==> config.mk <==
export PLATFORM = sky130hd
export DESIGN_NAME = decimal_entry
export DESIGN_NICKNAME = d
export VERILOG_FILES = /design/src/rtl/decimal_entry_pkg.sv /design/src/rtl/decimal_entry_edge_sync.sv /design/src/rtl/decimal_entry.sv
export SDC_FILE = /design/constraint.sdc
export NUM_CORES = 1
export LEC_CHECK = 0
export BUFFER_PORTS_ARGS = -buffer_cell sky130_fd_sc_hd__buf_2
export CORE_MARGIN = 2
export CORE_UTILIZATION = 56
export CTS_CLUSTER_SIZE = 14
export DETAILED_ROUTE_END_ITERATION = 8
export HOLD_SLACK_MARGIN = 0.05
export MAX_ROUTING_LAYER = met4
export PLACE_DENSITY = 0.77
export SETUP_SLACK_MARGIN = 0.1
export SKIP_CTS_REPAIR_TIMING = 1
export SLEW_MARGIN = 20
export SYNTH_ARGS = -nofsm -noshare
export SYNTH_HDL_FRONTEND = slang
export SYNTH_SLANG_ARGS = --single-unit
==> constraint.sdc <==
create_clock -name clk -period 5.79 [get_ports clk]
set_input_delay 0.579 -clock clk [delete_from_list [all_inputs] [get_ports clk]]
set_output_delay 0.579 -clock clk [all_outputs]
set_load 0.005 [all_outputs]
==> src/rtl/decimal_entry_pkg.sv <==
// decimal_entry_pkg: shared state encoding, limits and BCD segment decoder for the decimal keypad front end.
package decimal_entry_pkg;

    typedef enum logic [1:0] {
        IDLE    = 2'd0,
        ENTER   = 2'd1,
        CONVERT = 2'd2,
        DONE    = 2'd3
    } state_t;

    localparam int DIGIT_MAX  = 9;
    localparam int DEF_DIGITS = 3;
    localparam int DEF_OUT_W  = 10;

    // Active-high segments, bit order gfedcba; non-BCD codes are blank.
    function automatic logic [6:0] seg7(input logic [3:0] d);
        case (d)
            4'd0:    return 7'h3f;
            4'd1:    return 7'h06;
            4'd2:    return 7'h5b;
            4'd3:    return 7'h4f;
            4'd4:    return 7'h66;
            4'd5:    return 7'h6d;
            4'd6:    return 7'h7d;
            4'd7:    return 7'h07;
            4'd8:    return 7'h7f;
            4'd9:    return 7'h6f;
            default: return 7'h00;
        endcase
    endfunction

endpackage

==> src/rtl/decimal_entry_edge_sync.sv <==
// edge_sync: 2-flop synchronizer followed by a rising-edge detector giving a one-cycle pulse per press.
module edge_sync (
    input  logic clk,
    input  logic rst,
    input  logic btn,
    output logic pulse
);

    logic [2:0] sr;

    always_ff @(posedge clk or negedge rst) begin
        if (!rst)
            sr <= '0;
        else
            sr <= {sr[1:0], btn};
    end

    // sr[1] is the synchronized level, sr[2] its previous value.
    assign pulse = sr[1] & ~sr[2];

endmodule

==> src/rtl/decimal_entry.sv <==
// decimal_entry: collects up to DIGITS BCD digits and converts them to binary by repeated x10-and-add.
// Optional 7-segment echo outputs are enabled with `define DECIMAL_ENTRY_DISPLAY_EN.
module decimal_entry
    import decimal_entry_pkg::*;
#(
    parameter int DIGITS = DEF_DIGITS,
    parameter int OUT_W  = DEF_OUT_W
) (
    input  logic             clk,
    input  logic             rst,
    input  logic [3:0]       digit_in,
    input  logic             enter,
    input  logic             commit,
    input  logic             clear,
    output logic [OUT_W-1:0] value,
    output logic             valid,
    output logic [1:0]       count,
`ifdef DECIMAL_ENTRY_DISPLAY_EN
    output logic [6:0]       disp_unit,
    output logic [6:0]       disp_tens,
    output logic [6:0]       disp_hundreth,
`endif
    output logic             err
);

    localparam int SW = DIGITS * 4;

    logic             enter_p, commit_p, clear_p;
    state_t           state, state_nxt;
    logic [SW-1:0]    store, base_store;
    logic [OUT_W-1:0] acc, acc_nxt;
    logic [1:0]       idx, base_cnt;
    logic             in_entry, in_done, do_commit, do_enter, accept, last;

    edge_sync u_enter  (.clk(clk), .rst(rst), .btn(enter),  .pulse(enter_p));
    edge_sync u_commit (.clk(clk), .rst(rst), .btn(commit), .pulse(commit_p));
    edge_sync u_clear  (.clk(clk), .rst(rst), .btn(clear),  .pulse(clear_p));

    always_ff @(posedge clk or negedge rst) begin
        if (!rst)
            state <= IDLE;
        else
            state <= state_nxt;
    end

    always_comb begin
        state_nxt = clear_p                ? IDLE    :
                    do_commit              ? CONVERT :
                    last                   ? DONE    :
                    accept                 ? ENTER   :
                    (do_enter && in_done)  ? IDLE    : state;
    end

    // A press in DONE starts a fresh entry, so it sees an empty store and zero count.
    always_comb begin
        in_entry   = state == IDLE || state == ENTER;
        in_done    = state == DONE;
        do_commit  = commit_p && !clear_p && in_entry;
        do_enter   = enter_p && !commit_p && !clear_p && (in_entry || in_done);
        base_cnt   = in_done ? 2'd0 : count;
        base_store = in_done ? '0 : store;
        accept     = do_enter && digit_in <= 4'(DIGIT_MAX) && base_cnt != 2'(DIGITS);
        last       = state == CONVERT && idx == 2'd0;
        acc_nxt    = (acc << 3) + (acc << 1) + OUT_W'(store[int'(idx) * 4 +: 4]);
    end

    always_ff @(posedge clk or negedge rst) begin
        if (!rst) begin
            store <= '0;
            count <= '0;
            err   <= 1'b0;
            acc   <= '0;
            idx   <= '0;
            value <= '0;
            valid <= 1'b0;
        end else if (clear_p) begin
            store <= '0;
            count <= '0;
            err   <= 1'b0;
            acc   <= '0;
            idx   <= '0;
            value <= '0;
            valid <= 1'b0;
        end else begin
            if (do_commit) begin
                acc <= '0;
                idx <= 2'(DIGITS - 1);
            end else if (state == CONVERT) begin
                acc <= acc_nxt;
                idx <= idx - 2'd1;
                if (idx == 2'd0) begin
                    value <= acc_nxt;
                    valid <= 1'b1;
                end
            end
            if (do_enter) begin
                valid <= 1'b0;
                store <= accept ? (base_store << 4) | SW'(digit_in) : base_store;
                count <= accept ? base_cnt + 2'd1 : base_cnt;
                err   <= err | !accept;
            end
        end
    end

`ifdef DECIMAL_ENTRY_DISPLAY_EN
    // The store is left intact by conversion, so in DONE it still holds the digits of value.
    logic [11:0] shown;

    always_comb begin
        shown         = 12'(store);
        disp_unit     = state == IDLE ? 7'd0 : seg7(shown[3:0]);
        disp_tens     = state == IDLE || DIGITS < 2 ? 7'd0 : seg7(shown[7:4]);
        disp_hundreth = state == IDLE || DIGITS < 3 ? 7'd0 : seg7(shown[11:8]);
    end
`endif

endmodule

==> results.md <==
- Wirelength, routed: 4720 um
- HPWL Detailed: 3330 um
- CP Launch Type: register
- Final ANT Viol Nets: 0
- Core area: 4290 sq um
- Clock latency on the worst-skew pair: 0.30 ns
- Initial antenna violation count: 0
- Max Slew Vio Count: 0
- Leak: 1.30 nW
- Layout Utilization: 61.9%
- Clock sinks: 48
- Gpl congestion: 0.954
- Max-slew headroom: 31.5%
- Skew final: 0.00305 ns
- Critical Path Start: idx[1]
- Fmax: 343 MHz
- Critical Path End Type: register
- Worst EP required: 5.94 ns
- Clk pwr share: 18.3%
- Hold Crit Class: primary input to asynchronous set/reset pin
- Syn. warnings: 0
- Switching Share: 37.8%
- Io pins: 23
- Max clock buf depth: 2
- Vias: 1717
- Die area: 4920 sq um
- Worst-path cell chain: nor2b_1, a21oi_1, fa_1, inv_1, fa_1, a211oi_1, o21bai_1, a21oi_1, xor2_1, o22ai_1
- Period utilization: 50.4%
- Final WS setup: 2.87 ns
- RSZ-0062 raised after global routing: false
- Post-Syn Instances: 227
- Filler Cells Inserted: 352
- Mean Syn Cell Area: 10.8 sq um
- Total negative setup slack: 0 ns
- Number of buffers created by CTS: 5
- Root Buffer: clkbuf_8
- Post-Layout Cell Count: 300
- # nets final: 274
- Area of the mapped netlist: 2450 sq um
- 1st-pass router iterations: 4
- CP Depth: 10
- CTS tree: yes
- Die span in x: 70.2 um
- Crit path DAT: 3.07 ns
- Post-Place Cells: 292
- GRT Overall Usage: 21.9%
- Starting Density: 57.1%
- Rows: 24
- Largest net degree at the start of global routing: 49
- Area growth syn-to-layout: 8.42%
- CP max-delay cell: dfrtp_1
- Worst-Margin Slew: 1.02 ns
- Number of distinct library cells after synthesis: 36
- Hold WS: 0.275 ns
- Max-Cap Viols: 0
- ANT cells: 0
- Total power: 1.11 mW
- H-tree depth: 2
- Logic pwr share: 37.9%
- Worst-path clk slew: 0.08 ns
- Slowest stage delay, CP: 0.50 ns
- Commonest non-fill, non-tap cell in the layout: dfrtp_1
- PwrDens: 416 nW/um^2
- Setup Viol. Count Final: 0
- Congestion Overflow GR: 0
- Critical setup path kind: register to register
- Worst-path maximum fanout: 8
- CP delay by family, top: adder cells
- Syn nets: 254
- Die Ht: 70.2 um
- Number of global-route vias before repair: 1711
- DRC errors left: 0
- Hold Violations, Final: 0
- #FFs+latches synth: 48
- Pre-CTS WS: 2.89 ns
- Psw: 418 uW
- Finished Cell Area: 2660 sq um
- Peak VDD IR: 247 uV
- Commonest cells after routing, fill and taps aside: dfrtp_1, nand2_1, buf_2, a21oi_1, ha_1
- Layout cells sized above 1: 15.7%
- Total internal power: 688 uW
- Buf/Inv on CP: 1
- Sequential share of the synthesized area: 49.0%
- Starting DRT DRC Count: 94
- Reg2reg path depth: 10
- Fin crit period: 2.92 ns
- Port Buffers: 22
- Vias per Instance: 5.72
- Worst R2R Start: idx[1]
- Wire length per cell: 15.7 um
- Seq pwr share: 43.8%
- Run status: finished clean
- Post-DP Area: 2560 sq um
- First-pass GRT wire length: 8090 um
-- metal layers --
layer	wire length [um]	global-route usage, %	up-vias	part of all wire [%]
li1	-	-	850	-
met5	0	-	-	0
met1	2300	30.7	833	49
met2	2190	32.1	25	47
met3	116	2.89	9	2.5
met4	106	9.83	0	2.2
-- cell usage after synthesis --
master    instances  area (sq um)
o31a_1            1          8.76
mux2i_1           4          40.0
o311ai_0          1          8.76
and2b_1           1          7.51
a211oi_1          4          30.0
xnor2_1           6          52.6
nand4b_4          1          23.8
a211oi_2          2          25.0
o22ai_1           2          12.5
o21ai_1           6          30.0
buf_6             3          33.8
nor4b_4           1          23.8
o21ai_0           7          35.0
nor2_1           12          45.0
a31oi_1           2          12.5
buf_2             6          30.0
nand3_1           5          25.0
nor2b_1           2          12.5
a21oi_2           1          8.76
nor2b_4           1          13.8
nand2_1          31           116
a21o_1            2          15.0
fa_1              2          40.0
nor3_1            3          15.0
dfrtp_1          48          1200
o21ai_2           1          8.76
xor2_1            4          35.0
ha_1             16           200
a21oi_1          20           100
o21bai_1          2          15.0
and2_1            3          18.8
nor3_4            2          32.5
nand2b_1          3          18.8
inv_1             7          26.3
a22o_1           13           114
o31ai_1           2          15.0
-- layout make-up --
cell class              instances  area (sq um)  area share, %
clock inverters                 2          10.0          0.377
clock buffers                   6          82.6           3.11
inverters                       7          26.3          0.989
flip-flops and latches         48          1200           45.2
repair buffers                 22           113           4.24
multi-input cells             163          1160           43.6
well taps                      52          65.1           2.45
-- final timing paths --
| path | slack, ns | to |
|---|---|---|
| worst min-delay path | 0.28 | store[4] |
| worst max register to register | 2.87 | acc[8] |
| worst min register to register | 0.36 | u_commit.sr[1] |
| worst max-delay path | 2.87 | acc[8] |
| max in group asynchronous | 5.11 | count[1] |
| min in group clk | 0.36 | u_commit.sr[1] |
-- power groups by stage --
stage | Combinational (mW) | Clock [mW] | Sequential [mW]
after floorplan | 0.322 | 0 | 0.467
after global placement | 0.406 | 0 | 0.487
after detailed placement | 0.415 | 0 | 0.490
after CTS | 0.422 | 0.208 | 0.484
after global routing | 0.476 | 0.218 | 0.497
final | 0.419 | 0.203 | 0.484
-- logic make-up (layout without fill, tap and decap cells) --
group | after synthesis | after routing | share of synthesized area [%]
compound gates | 66 | 66 | 17.9
simple gates | 65 | 65 | 14.4
flops | 48 | 48 | 49.0
fa+ha+maj | 18 | 18 | 9.80
buf+inv | 16 | 37 | 3.68
xor+xnor | 10 | 10 | 3.57
mux | 4 | 4 | 1.63
-- state kept, by name, indices dropped and copies added, names as in the netlist --
register,count
state,2
acc,9
valid,1
count,2
store,12
u_commit.sr,3
idx,2
value,10
err,1
u_clear.sr,3
u_enter.sr,3
Power figures use the tool's default switching activity.
